File: src/rtl/button_event_arbiter_if.sv
// Event output handshake of button_event_arbiter: one event per valid/ready transfer.
interface button_event_arbiter_if #(
  parameter int unsigned ID_W = 2
);
  logic            evt_valid;
  logic            evt_ready;
  logic [ID_W-1:0] evt_id;
  logic            evt_repeat;

  modport master (
    output evt_valid,
    output evt_id,
    output evt_repeat,
    input  evt_ready
  );

  modport slave (
    input  evt_valid,
    input  evt_id,
    input  evt_repeat,
    output evt_ready
  );
endinterface

File: src/rtl/button_event_arbiter.sv
// Turns debounced button levels into press / auto-repeat events, buffered one per button
// and granted round-robin into a single registered valid/ready output.
module button_event_arbiter #(
  parameter int unsigned N_BTN         = 4,
  parameter int unsigned HOLD_CYCLES   = 1000,
  parameter int unsigned REPEAT_CYCLES = 250,
  parameter int unsigned ID_W          = $clog2(N_BTN)
) (
  input  logic                  clk,
  input  logic                  reset_n,
  input  logic [N_BTN-1:0]      btn_in,
  input  logic                  enable,
  button_event_arbiter_if.master evt,
  output logic [N_BTN-1:0]      pending,
  output logic                  overflow,
  input  logic                  ovf_clr
);

  localparam int unsigned CntMax   = HOLD_CYCLES + REPEAT_CYCLES;
  localparam int unsigned CntW     = $clog2(CntMax + 1);
  localparam logic [CntW-1:0] HoldVal = CntW'(HOLD_CYCLES);
  localparam logic [CntW-1:0] WrapVal = CntW'(CntMax);
  localparam bit RepeatEn = (HOLD_CYCLES != 0);

  logic [N_BTN-1:0]           btn_prev_q;
  logic [N_BTN-1:0][CntW-1:0] cnt_q, cnt_d;
  logic [N_BTN-1:0]           armed_q, armed_d;
  logic [N_BTN-1:0]           pend_q, pend_d;
  logic [N_BTN-1:0]           pend_rep_q, pend_rep_d;
  logic [ID_W-1:0]            ptr_q, ptr_d;
  logic                       evt_valid_q, evt_valid_d;
  logic [ID_W-1:0]            evt_id_q, evt_id_d;
  logic                       evt_repeat_q, evt_repeat_d;
  logic                       ovf_q, ovf_d;

  logic [N_BTN-1:0] press;
  logic [N_BTN-1:0] rep_req;
  logic [N_BTN-1:0] req;
  logic [N_BTN-1:0] grant_vec;
  logic             grant_any;
  logic [ID_W-1:0]  grant_idx;
  logic             load;
  logic             ovf_set;
  logic [ID_W:0]    scan_sum;
  logic [ID_W-1:0]  scan_idx;

  // Hold counters only run for a hold that began with an accepted press (armed), so a
  // button held through reset or through enable=0 never auto-repeats.
  always_comb begin
    press   = btn_in & ~btn_prev_q & {N_BTN{enable}};
    rep_req = '0;
    cnt_d   = cnt_q;
    armed_d = armed_q;
    for (int i = 0; i < N_BTN; i++) begin
      if (!enable || !btn_in[i]) begin
        cnt_d[i]   = '0;
        armed_d[i] = 1'b0;
      end else if (press[i]) begin
        cnt_d[i]   = '0;
        armed_d[i] = RepeatEn;
      end else if (armed_q[i]) begin
        cnt_d[i] = cnt_q[i] + CntW'(1);
        if (cnt_d[i] == WrapVal) begin
          rep_req[i] = 1'b1;
          cnt_d[i]   = HoldVal;
        end else if (cnt_d[i] == HoldVal) begin
          rep_req[i] = 1'b1;
        end
      end
    end
    req = press | rep_req;
  end

  // Round-robin scan of the registered pending bits, starting at the pointer.
  always_comb begin
    load      = !evt_valid_q || evt.evt_ready;
    grant_any = 1'b0;
    grant_idx = '0;
    grant_vec = '0;
    scan_sum  = '0;
    scan_idx  = '0;
    for (int k = 0; k < N_BTN; k++) begin
      scan_sum = {1'b0, ptr_q} + (ID_W + 1)'(k);
      if (scan_sum >= (ID_W + 1)'(N_BTN)) begin
        scan_sum = scan_sum - (ID_W + 1)'(N_BTN);
      end
      scan_idx = scan_sum[ID_W-1:0];
      if (!grant_any && pend_q[scan_idx]) begin
        grant_any = 1'b1;
        grant_idx = scan_idx;
      end
    end
    if (load && grant_any) begin
      grant_vec[grant_idx] = 1'b1;
    end
  end

  always_comb begin
    pend_d     = pend_q;
    pend_rep_d = pend_rep_q;
    ovf_set    = 1'b0;
    for (int i = 0; i < N_BTN; i++) begin
      if (req[i]) begin
        if (pend_q[i] && !grant_vec[i]) begin
          ovf_set = 1'b1;
        end
        pend_d[i]     = 1'b1;
        pend_rep_d[i] = rep_req[i];
      end else if (grant_vec[i]) begin
        pend_d[i] = 1'b0;
      end
    end
    if (ovf_set) begin
      ovf_d = 1'b1;
    end else if (ovf_clr) begin
      ovf_d = 1'b0;
    end else begin
      ovf_d = ovf_q;
    end
  end

  always_comb begin
    evt_valid_d  = evt_valid_q;
    evt_id_d     = evt_id_q;
    evt_repeat_d = evt_repeat_q;
    ptr_d        = ptr_q;
    if (load) begin
      evt_valid_d = grant_any;
      if (grant_any) begin
        evt_id_d     = grant_idx;
        evt_repeat_d = pend_rep_q[grant_idx];
        if (grant_idx == ID_W'(N_BTN - 1)) begin
          ptr_d = '0;
        end else begin
          ptr_d = grant_idx + ID_W'(1);
        end
      end
    end
  end

  always_ff @(posedge clk or negedge reset_n) begin
    if (!reset_n) begin
      btn_prev_q   <= '1;
      cnt_q        <= '0;
      armed_q      <= '0;
      pend_q       <= '0;
      pend_rep_q   <= '0;
      ptr_q        <= '0;
      evt_valid_q  <= 1'b0;
      evt_id_q     <= '0;
      evt_repeat_q <= 1'b0;
      ovf_q        <= 1'b0;
    end else begin
      btn_prev_q   <= btn_in;
      cnt_q        <= cnt_d;
      armed_q      <= armed_d;
      pend_q       <= pend_d;
      pend_rep_q   <= pend_rep_d;
      ptr_q        <= ptr_d;
      evt_valid_q  <= evt_valid_d;
      evt_id_q     <= evt_id_d;
      evt_repeat_q <= evt_repeat_d;
      ovf_q        <= ovf_d;
    end
  end

  assign evt.evt_valid  = evt_valid_q;
  assign evt.evt_id     = evt_id_q;
  assign evt.evt_repeat = evt_repeat_q;
  assign pending        = pend_q;
  assign overflow       = ovf_q;

endmodule

File: src/flat_wrapper.sv
// flat-port wrapper written by rule: the top's interface ports become plain ports
module button_event_arbiter_flat 
#(
  parameter int unsigned N_BTN         = 4,
  parameter int unsigned HOLD_CYCLES   = 1000,
  parameter int unsigned REPEAT_CYCLES = 250,
  parameter int unsigned ID_W          = $clog2(N_BTN)
)
  (clk, reset_n, btn_in, enable, pending, overflow, ovf_clr, evt_evt_valid, evt_evt_id, evt_evt_repeat, evt_evt_ready);
  button_event_arbiter_if #(.ID_W(ID_W)) evt_i ();
  input  logic clk;
  input  logic reset_n;
  input  logic [N_BTN-1:0] btn_in;
  input  logic enable;
  output logic [N_BTN-1:0] pending;
  output logic overflow;
  input  logic ovf_clr;
  output wire logic [$bits(evt_i.evt_valid)-1:0] evt_evt_valid;
  output wire logic [$bits(evt_i.evt_id)-1:0] evt_evt_id;
  output wire logic [$bits(evt_i.evt_repeat)-1:0] evt_evt_repeat;
  input wire logic [$bits(evt_i.evt_ready)-1:0] evt_evt_ready;
  assign evt_evt_valid = evt_i.evt_valid;
  assign evt_evt_id = evt_i.evt_id;
  assign evt_evt_repeat = evt_i.evt_repeat;
  assign evt_i.evt_ready = evt_evt_ready;
  button_event_arbiter #(.N_BTN(N_BTN), .HOLD_CYCLES(HOLD_CYCLES), .REPEAT_CYCLES(REPEAT_CYCLES), .ID_W(ID_W)) u_core (.clk(clk), .reset_n(reset_n), .btn_in(btn_in), .enable(enable), .evt(evt_i), .pending(pending), .overflow(overflow), .ovf_clr(ovf_clr));
endmodule
File: config.mk
export PLATFORM = sky130hd
export DESIGN_NAME = button_event_arbiter_flat
export DESIGN_NICKNAME = d
export VERILOG_FILES = /design/src/rtl/button_event_arbiter_if.sv /design/src/rtl/button_event_arbiter.sv /design/src/flat_wrapper.sv
export SDC_FILE = /design/constraint.sdc
export NUM_CORES = 1
export LEC_CHECK = 0
export BUFFER_PORTS_ARGS = -buffer_cell sky130_fd_sc_hd__clkbuf_2
export CORE_MARGIN = 2
export CORE_UTILIZATION = 45
export CTS_BUF_LIST = sky130_fd_sc_hd__clkbuf_4
export CTS_CLUSTER_SIZE = 25
export DETAILED_ROUTE_END_ITERATION = 10
export PLACE_DENSITY = 0.57
export SYNTH_ARGS = -nofsm -noshare
export SYNTH_HDL_FRONTEND = slang
export SYNTH_SLANG_ARGS = --single-unit
File: constraint.sdc
create_clock -name clk -period 5.9 [get_ports clk]
set_input_delay 0.885 -clock clk [delete_from_list [all_inputs] [get_ports clk]]
set_output_delay 0.885 -clock clk [all_outputs]
set_load 0.02 [all_outputs]
# Yosys cells after proc, flatten, opt, wreduce, memory -nomap -nowiden
# Cells that the tools add are included.
op_classes:
  mux: 88
  reduce_logical: 41
  n_bitwise: 4
  n_lt_le_gt_ge: 10
  eq_ne: 9
  addsub: 12
op_table:
  columns: ["cell", "count"]
  rows:
  - ["2-to-1 mux 11 bit", 16]
  - ["2-to-1 mux 1 bit", 56]
  - ["adder 11 x 1 -> 11 bit, second input constant", 4]
  - ["equality test 11 x 10 -> 1 bit, second input constant", 4]
  - ["equality test 11 bit, second input constant", 4]
  - ["2-to-1 mux 2 bit", 9]
  - ["nonzero test 2 bit", 9]
  - ["< comparator 2 x 3 -> 1 bit, second input constant", 5]
  - ["logical NOT 1 bit", 13]
  - ["nonzero test 3 bit", 4]
  - ["binary-select mux 1 bit (select 2 bit)", 5]
  - [">= comparator 3 bit, second input constant", 3]
  - ["logical AND 1 bit", 9]
  - ["AND 4 bit", 2]
  - ["subtractor 2 x 1 -> 2 bit, second input constant", 4]
  - ["adder 2 x 2 -> 3 bit, second input constant", 2]
  - ["logical OR 1 bit", 5]
  - ["2-to-1 mux 4 bit", 1]
  - ["NOT 4 bit", 1]
  - ["bitwise OR 4 bit", 1]
  - ["adder 2 x 1 -> 3 bit, second input constant", 1]
  - [">= comparator 2 x 3 -> 1 bit, second input constant", 1]
  - ["adder 2 x 1 -> 2 bit, second input constant", 1]
  - ["demux 1 bit (select 2 bit)", 1]
  - ["3 further kinds", 3]
totals:
  elab_cells: 186
  regBits: 67
  input_bits: 9

# Longest topological paths before layout
logic_depth:
  depth_word: 30
  mapped_depth: 10
  mapped_depth_nobuf: 10

# Worst setup path after synthesis
# Ideal clock, no wire load.
synth_timing:
  path_kind: "register to register"
  from: "register u_core.pend_q[0], in the netlist u_core.pending[0]"
  to: "register u_core.ovf_q, in the netlist u_core.overflow"
  path_stages_with_launch: 9
  t_required_ns: 5.771
  setup_ns: 0.129
  slack_ns: 3.454
  arrival_time_ns: 2.318
  period_less_slack_ns: 2.446
  path_cell_list: "dfrtp_1 > nor3b_1 > a211oi_1 > ha_1 > a21boi_0 > nand2_1 > o311ai_0 > a21o_1 > a2111o_1"
synth_between:
  elab_chain_cells: 28
  word_cells_on_any_way: 47
  classes_between: "order compare: 2; mux: 28; reduce/logical: 17"
synth_rtl:
  columns: ["element", "line", "rtl"]
  rows:
  - ["from (decl)", "button_event_arbiter.sv:28", "logic [N_BTN-1:0] pend_q, pend_d;"]
  - ["from (signal assigned)", "button_event_arbiter.sv:157", "pend_q <= pend_d;"]
  - ["binary-select mux 1 bit (select 2 bit)", "button_event_arbiter.sv:88", "if (!grant_any && pend_q[scan_idx]) begin"]
  - ["2-to-1 mux 1 bit (implied by the code)", "button_event_arbiter.sv:88", null]
  - ["2-to-1 mux 1 bit", "button_event_arbiter.sv:88", null]
  - ["logical NOT 1 bit", "button_event_arbiter.sv:88", null]
  - ["logical AND 1 bit", "button_event_arbiter.sv:88", null]
  - ["2-to-1 mux 1 bit", "button_event_arbiter.sv:88", null]
  - ["logical NOT 1 bit", "button_event_arbiter.sv:88", null]
  - ["logical AND 1 bit", "button_event_arbiter.sv:88", null]
  - ["[... 4 more ...]", null, null]
  - ["net u_core.grant_idx[0]", "button_event_arbiter.sv:41", "logic [ID_W-1:0] grant_idx;"]
  - ["[... 8 more ...]", null, null]
  - ["2-to-1 mux 1 bit", "button_event_arbiter.sv:103", "if (req[i]) begin"]
  - ["2-to-1 mux 1 bit", "button_event_arbiter.sv:104", "if (pend_q[i] && !grant_vec[i]) begin"]
  - ["2-to-1 mux 1 bit", "button_event_arbiter.sv:103", null]
  - ["2-to-1 mux 1 bit", "button_event_arbiter.sv:104", null]
  - ["2-to-1 mux 1 bit", "button_event_arbiter.sv:103", null]
  - ["2-to-1 mux 1 bit", "button_event_arbiter.sv:104", null]
  - ["2-to-1 mux 1 bit (*)", "button_event_arbiter.sv:103", null]
  - ["2-to-1 mux 1 bit or nonzero test 2 bit (tied branches)", null, null]
  - ["to (signal assigned)", "button_event_arbiter.sv:163", "ovf_q <= ovf_d;"]
  - ["to (decl)", "button_event_arbiter.sv:34", "logic ovf_q, ovf_d;"]
# Mark *: on every way through the listed nets, which the timed path passes. The rest lies on a longest branch. The select of a mux whose other input is x is not followed.
# A chain may end at the register's enable or synchronous reset.

# Final worst setup path
layout_timing:
  from: "register u_core.ptr_q[1]"
  to: "register u_core.ovf_q, in the netlist u_core.overflow"
layout_between:
  elab_chain_cells: 30
  word_cells_on_any_way: 62
  classes_between: "add/sub: 7; order compare: 6; mux: 32; reduce/logical: 17"
layout_rtl:
  columns: ["element", "line", "rtl"]
  rows:
  - ["from (decl)", "button_event_arbiter.sv:30", "logic [ID_W-1:0] ptr_q, ptr_d;"]
  - ["from (signal assigned)", "button_event_arbiter.sv:159", "ptr_q <= ptr_d;"]
  - ["parallel branches: the longest is 13 deep, another holds adder 2 x 1 -> 3 bit", null, null]
  - ["2-to-1 mux 2 bit (*)", "button_event_arbiter.sv:88", null]
  - ["net u_core.grant_idx[0]", "button_event_arbiter.sv:41", null]
  - ["< comparator 2 x 3 -> 1 bit (implied by the code) or >= comparator 2 x 1 -> 1 bit (tied branches)", "button_event_arbiter.sv:94", "grant_vec[grant_idx] = 1'b1;"]
  - ["logical AND 1 bit (implied by the code)", "button_event_arbiter.sv:94", null]
  - ["2-to-1 mux 1 bit (implied by the code)", "button_event_arbiter.sv:94", null]
  - ["demux 1 bit (select 2 bit) (*)", null, null]
  - ["2-to-1 mux 4 bit (*)", "button_event_arbiter.sv:93", "if (load && grant_any) begin"]
  - ["[... 3 more ...]", null, null]
  - ["2-to-1 mux 1 bit", "button_event_arbiter.sv:103", null]
  - ["2-to-1 mux 1 bit", "button_event_arbiter.sv:104", null]
  - ["2-to-1 mux 1 bit", "button_event_arbiter.sv:103", null]
  - ["2-to-1 mux 1 bit", "button_event_arbiter.sv:104", null]
  - ["2-to-1 mux 1 bit", "button_event_arbiter.sv:103", null]
  - ["2-to-1 mux 1 bit", "button_event_arbiter.sv:104", null]
  - ["2-to-1 mux 1 bit (*)", "button_event_arbiter.sv:103", null]
  - ["2-to-1 mux 1 bit or nonzero test 2 bit (tied branches)", null, null]
# Mark *: on every way through the listed nets, which the timed path passes. The select of a mux whose other input is x is not followed.

==> results.md <==
* Mapped Area at 0.00414 mm^2
* Area growth, synth to finish at 7.13%
* CTS Hold Buffers Added at 0
* CP Class: reg -> reg
* Relative slew margins at 0.430
* Primary FF master, synth: dfrtp_1
* Adder-Cell Fraction of Synth Area at 0.0483
* Leak at 1.89 nW
* Top cell type by total area after synthesis: dfrtp_1
* Root Buffer: clkbuf_4
* Antenna Cells at 0
* Tot GR Track Use at 0.194
* Final core utilization at 0.490
* Synth Net Count at 494
* Post-synth top cells: 63 x dfrtp_1, 63 x nand2_1, 46 x nor2_1
* First-pass GRT wire length at 15,700 um
* CTS H-Tree Depth at 3
* Final Max Tran Viols at 0
* Critical Path RT at 6.20 ns
* Max-cap viol count at 0
* Worst setup SP type: register
* Post-route setup slack at 3.26 ns
* Run status: finished clean
* Detailed-route DRC error count at 0
* Pre-CTS setup slack at 3.32 ns
* Die span in y at 100 um
* TNS Setup at 0 ns
* Synth Area in Simple Gates at 0.287
* Die area at 0.00999 mm^2
* P_sw at 0.000392 W
* HPWL Detailed at 6250 um
* Port-buffer cells at 17
* Vias/cell at 5.73
* Row cnt at 35
* Post-synthesis cell type count at 65
* Power after layout at 0.00111 W
* Final #Nets at 508
* Max IR drop VDD at 0.109 mV
* Compound-Gate Fraction of Synth Area at 0.142
* Register area share after synthesis at 0.406
* Xor/xnor share of the synthesized area at 0.0676
* Yosys reg bits at 67
* Power share of the sequential group at 0.493
* Final hold slack at 0.483 ns
* Top Usage Layer GRT: met2
* Routing usage on met1 at 0.268
* Final ANT Viol Nets at 0
* Multi-input logic area at 0.00233 mm^2
* Synth top area cells: dfrtp_1 38%, nand2_1 5.7%, ha_1 4.8%
* Routed WL at 8870 um
* Mean Syn Cell Area at 8.84 um^2
* Crit path DAT at 2.94 ns
* Ys Warns at 0
* CTS clk-pin slew, worst paths at 0.11 ns
* Initial core utilization at 0.457
* Final setup fails at 0
* Largest net degree at the start of global routing at 68
* Asr flop ratio synth at 1.00
* Combinational share of power at 0.237
* Cell Int Power at 0.000722 W
* Final period util at 0.447
* Skew final at 0.0157 ns
* EDFF count, synth at 0
* Skew-Pair Late Insertion Delay at 0.41 ns
* Crit end category: register
* TritonCTS buffer count at 9
* RSZ-0062 raised after global routing: no
* Antenna violations before repair at 0
* Main combinational cell family by area after synthesis: simple AND/OR/NAND/NOR gates
* CTS tree: built
* Setup Fix Bufs, Post-CTS at 0
* Final Hold Viols at 0
* Clock power frac at 0.270
* Vias at 3,435
* CTS max path bufs at 2
* Layout cells sized above 1 at 0.102
* Gate Count Post-Synth at 469
* Core area at 0.00906 mm^2
* Min-delay worst type: reg -> reg
* Slew @ Worst Pin at 0.854 ns
* Iter 0 DRT Violations at 107
* Switching share of power at 0.352
* Vias in the first global route at 3,342
* Gr ovfl total at 0
* IO Pins at 18
* Clock Sinks at 67
* GR Layer Usage met2 at 0.309
* Post-synthesis mux area share at 0.0172
* P per Cell Area at 251 mW/mm^2
* F_max at 0.379 GHz
* Min cycle time layout at 2.64 ns
* Top fanout value on the critical path at 6
* Register area at 0.00168 mm^2
* Grt met3 use at 0.0279
* FILL cells at 908
* TritonRoute pass-1 iters at 4
* Placer Congestion at 0.854
* Post-CTS Resized at 0
* Die width at 100 um
* Yosys top cell area share at 0.380
* Routed WL per cell at 14.8 um
metrics by stage:
step | instances | cell area [um^2]
6_report | 599 | 4440
5_1_grt | 599 | 4440
4_1_cts | 599 | 4440
3_5_place_dp | 583 | 4310
3_3_place_gp | 583 | 4310
2_1_floorplan | 469 | 4140
path summary, 6_finish.rpt:
| kind | startpoint | endpoint | slack [ns] | depth (start not counted) |
|---|---|---|---|---|
| worst max-delay path | u_core.ptr_q[1] | u_core.overflow | 3.26 | 8 |
| worst min register to register | u_core.evt.evt_repeat | u_core.evt.evt_repeat | 0.48 | 2 |
| min in group asynchronous | reset_n | u_core.cnt_q[17] | 0.64 | 2 |
| worst max register to register | u_core.ptr_q[1] | u_core.overflow | 3.26 | 8 |
| max in group asynchronous | reset_n | u_core.cnt_q[19] | 4.68 | 2 |
| worst min-delay path | u_core.evt.evt_repeat | u_core.evt.evt_repeat | 0.48 | 2 |
layout make-up:
class | count | area share
Tap cell | 111 | 0.0313
Multi-Input combinational cell | 369 | 0.524
Sequential cell | 67 | 0.379
Clock buffer | 10 | 0.0169
Inverter | 18 | 0.0152
Timing Repair Buffer | 18 | 0.0209
Clock inverter | 6 | 0.0127
power by group through the flow:
| stage | registers, W | clock network (W) | logic, W |
|---|---|---|---|
| 2_1_floorplan | 0.000575 | 0 | 0.000153 |
| 3_3_place_gp | 0.000554 | 0 | 0.000266 |
| 3_5_place_dp | 0.000558 | 0 | 0.000268 |
| 4_1_cts | 0.000549 | 0.000312 | 0.000269 |
| 5_1_grt | 0.000557 | 0.000330 | 0.000305 |
| 6_report | 0.000549 | 0.000300 | 0.000264 |
layer usage:
metal	up-vias	wire length, um
li1	1712	-
met1	1666	4340
met2	47	4210
met3	10	199
met4	0	128
met5	-	0
worst max-delay path, cell delays in order, from the launching register on:
cell	delay [ns]
dfrtp_1	0.46
mux2i_1	0.14
a211oi_1	0.71
ha_1	0.29
a21boi_0	0.13
nand2_1	0.09
o311ai_0	0.16
a21o_1	0.20
a2111o_1	0.37
logic make-up (layout without fill, tap and decap cells):
group | count (synthesis) | in the layout
adders and majority gates | 16 | 16
muxes | 7 | 7
DFF | 67 | 67
AOI/OAI and AO/OA | 90 | 90
buffers and inverters | 33 | 52
xor gates and xnor gates | 32 | 32
and+or+nand+nor | 224 | 224
sequential cells by signal (all words and copies together) (netlist names):
register and count:
u_core.evt.evt_id 2, u_core.evt.evt_valid 1, u_core.pending 4, u_core.ptr_q 2, u_core.pend_rep_q 4, u_core.armed_q 4, u_core.overflow 1, u_core.cnt_q 44
u_core.evt.evt_repeat 1, u_core.btn_prev_q 4
cell usage in the layout (no fill, tap or decap), types with 7 or more instances in the layout:
master    instances
nand3_1          21
a21oi_1          30
o21ai_0          14
nand2_1          63
xor2_1           17
nand4_1          10
nor3_1           10
clkbuf_2         16
ha_1             16
inv_1            18
clkbuf_4         10
and3_1           15
nor2_1           46
a31oi_1           7
nand3b_1          8
xnor2_1          15
dfrtp_1          63
Power figures use the tool's default switching activity.
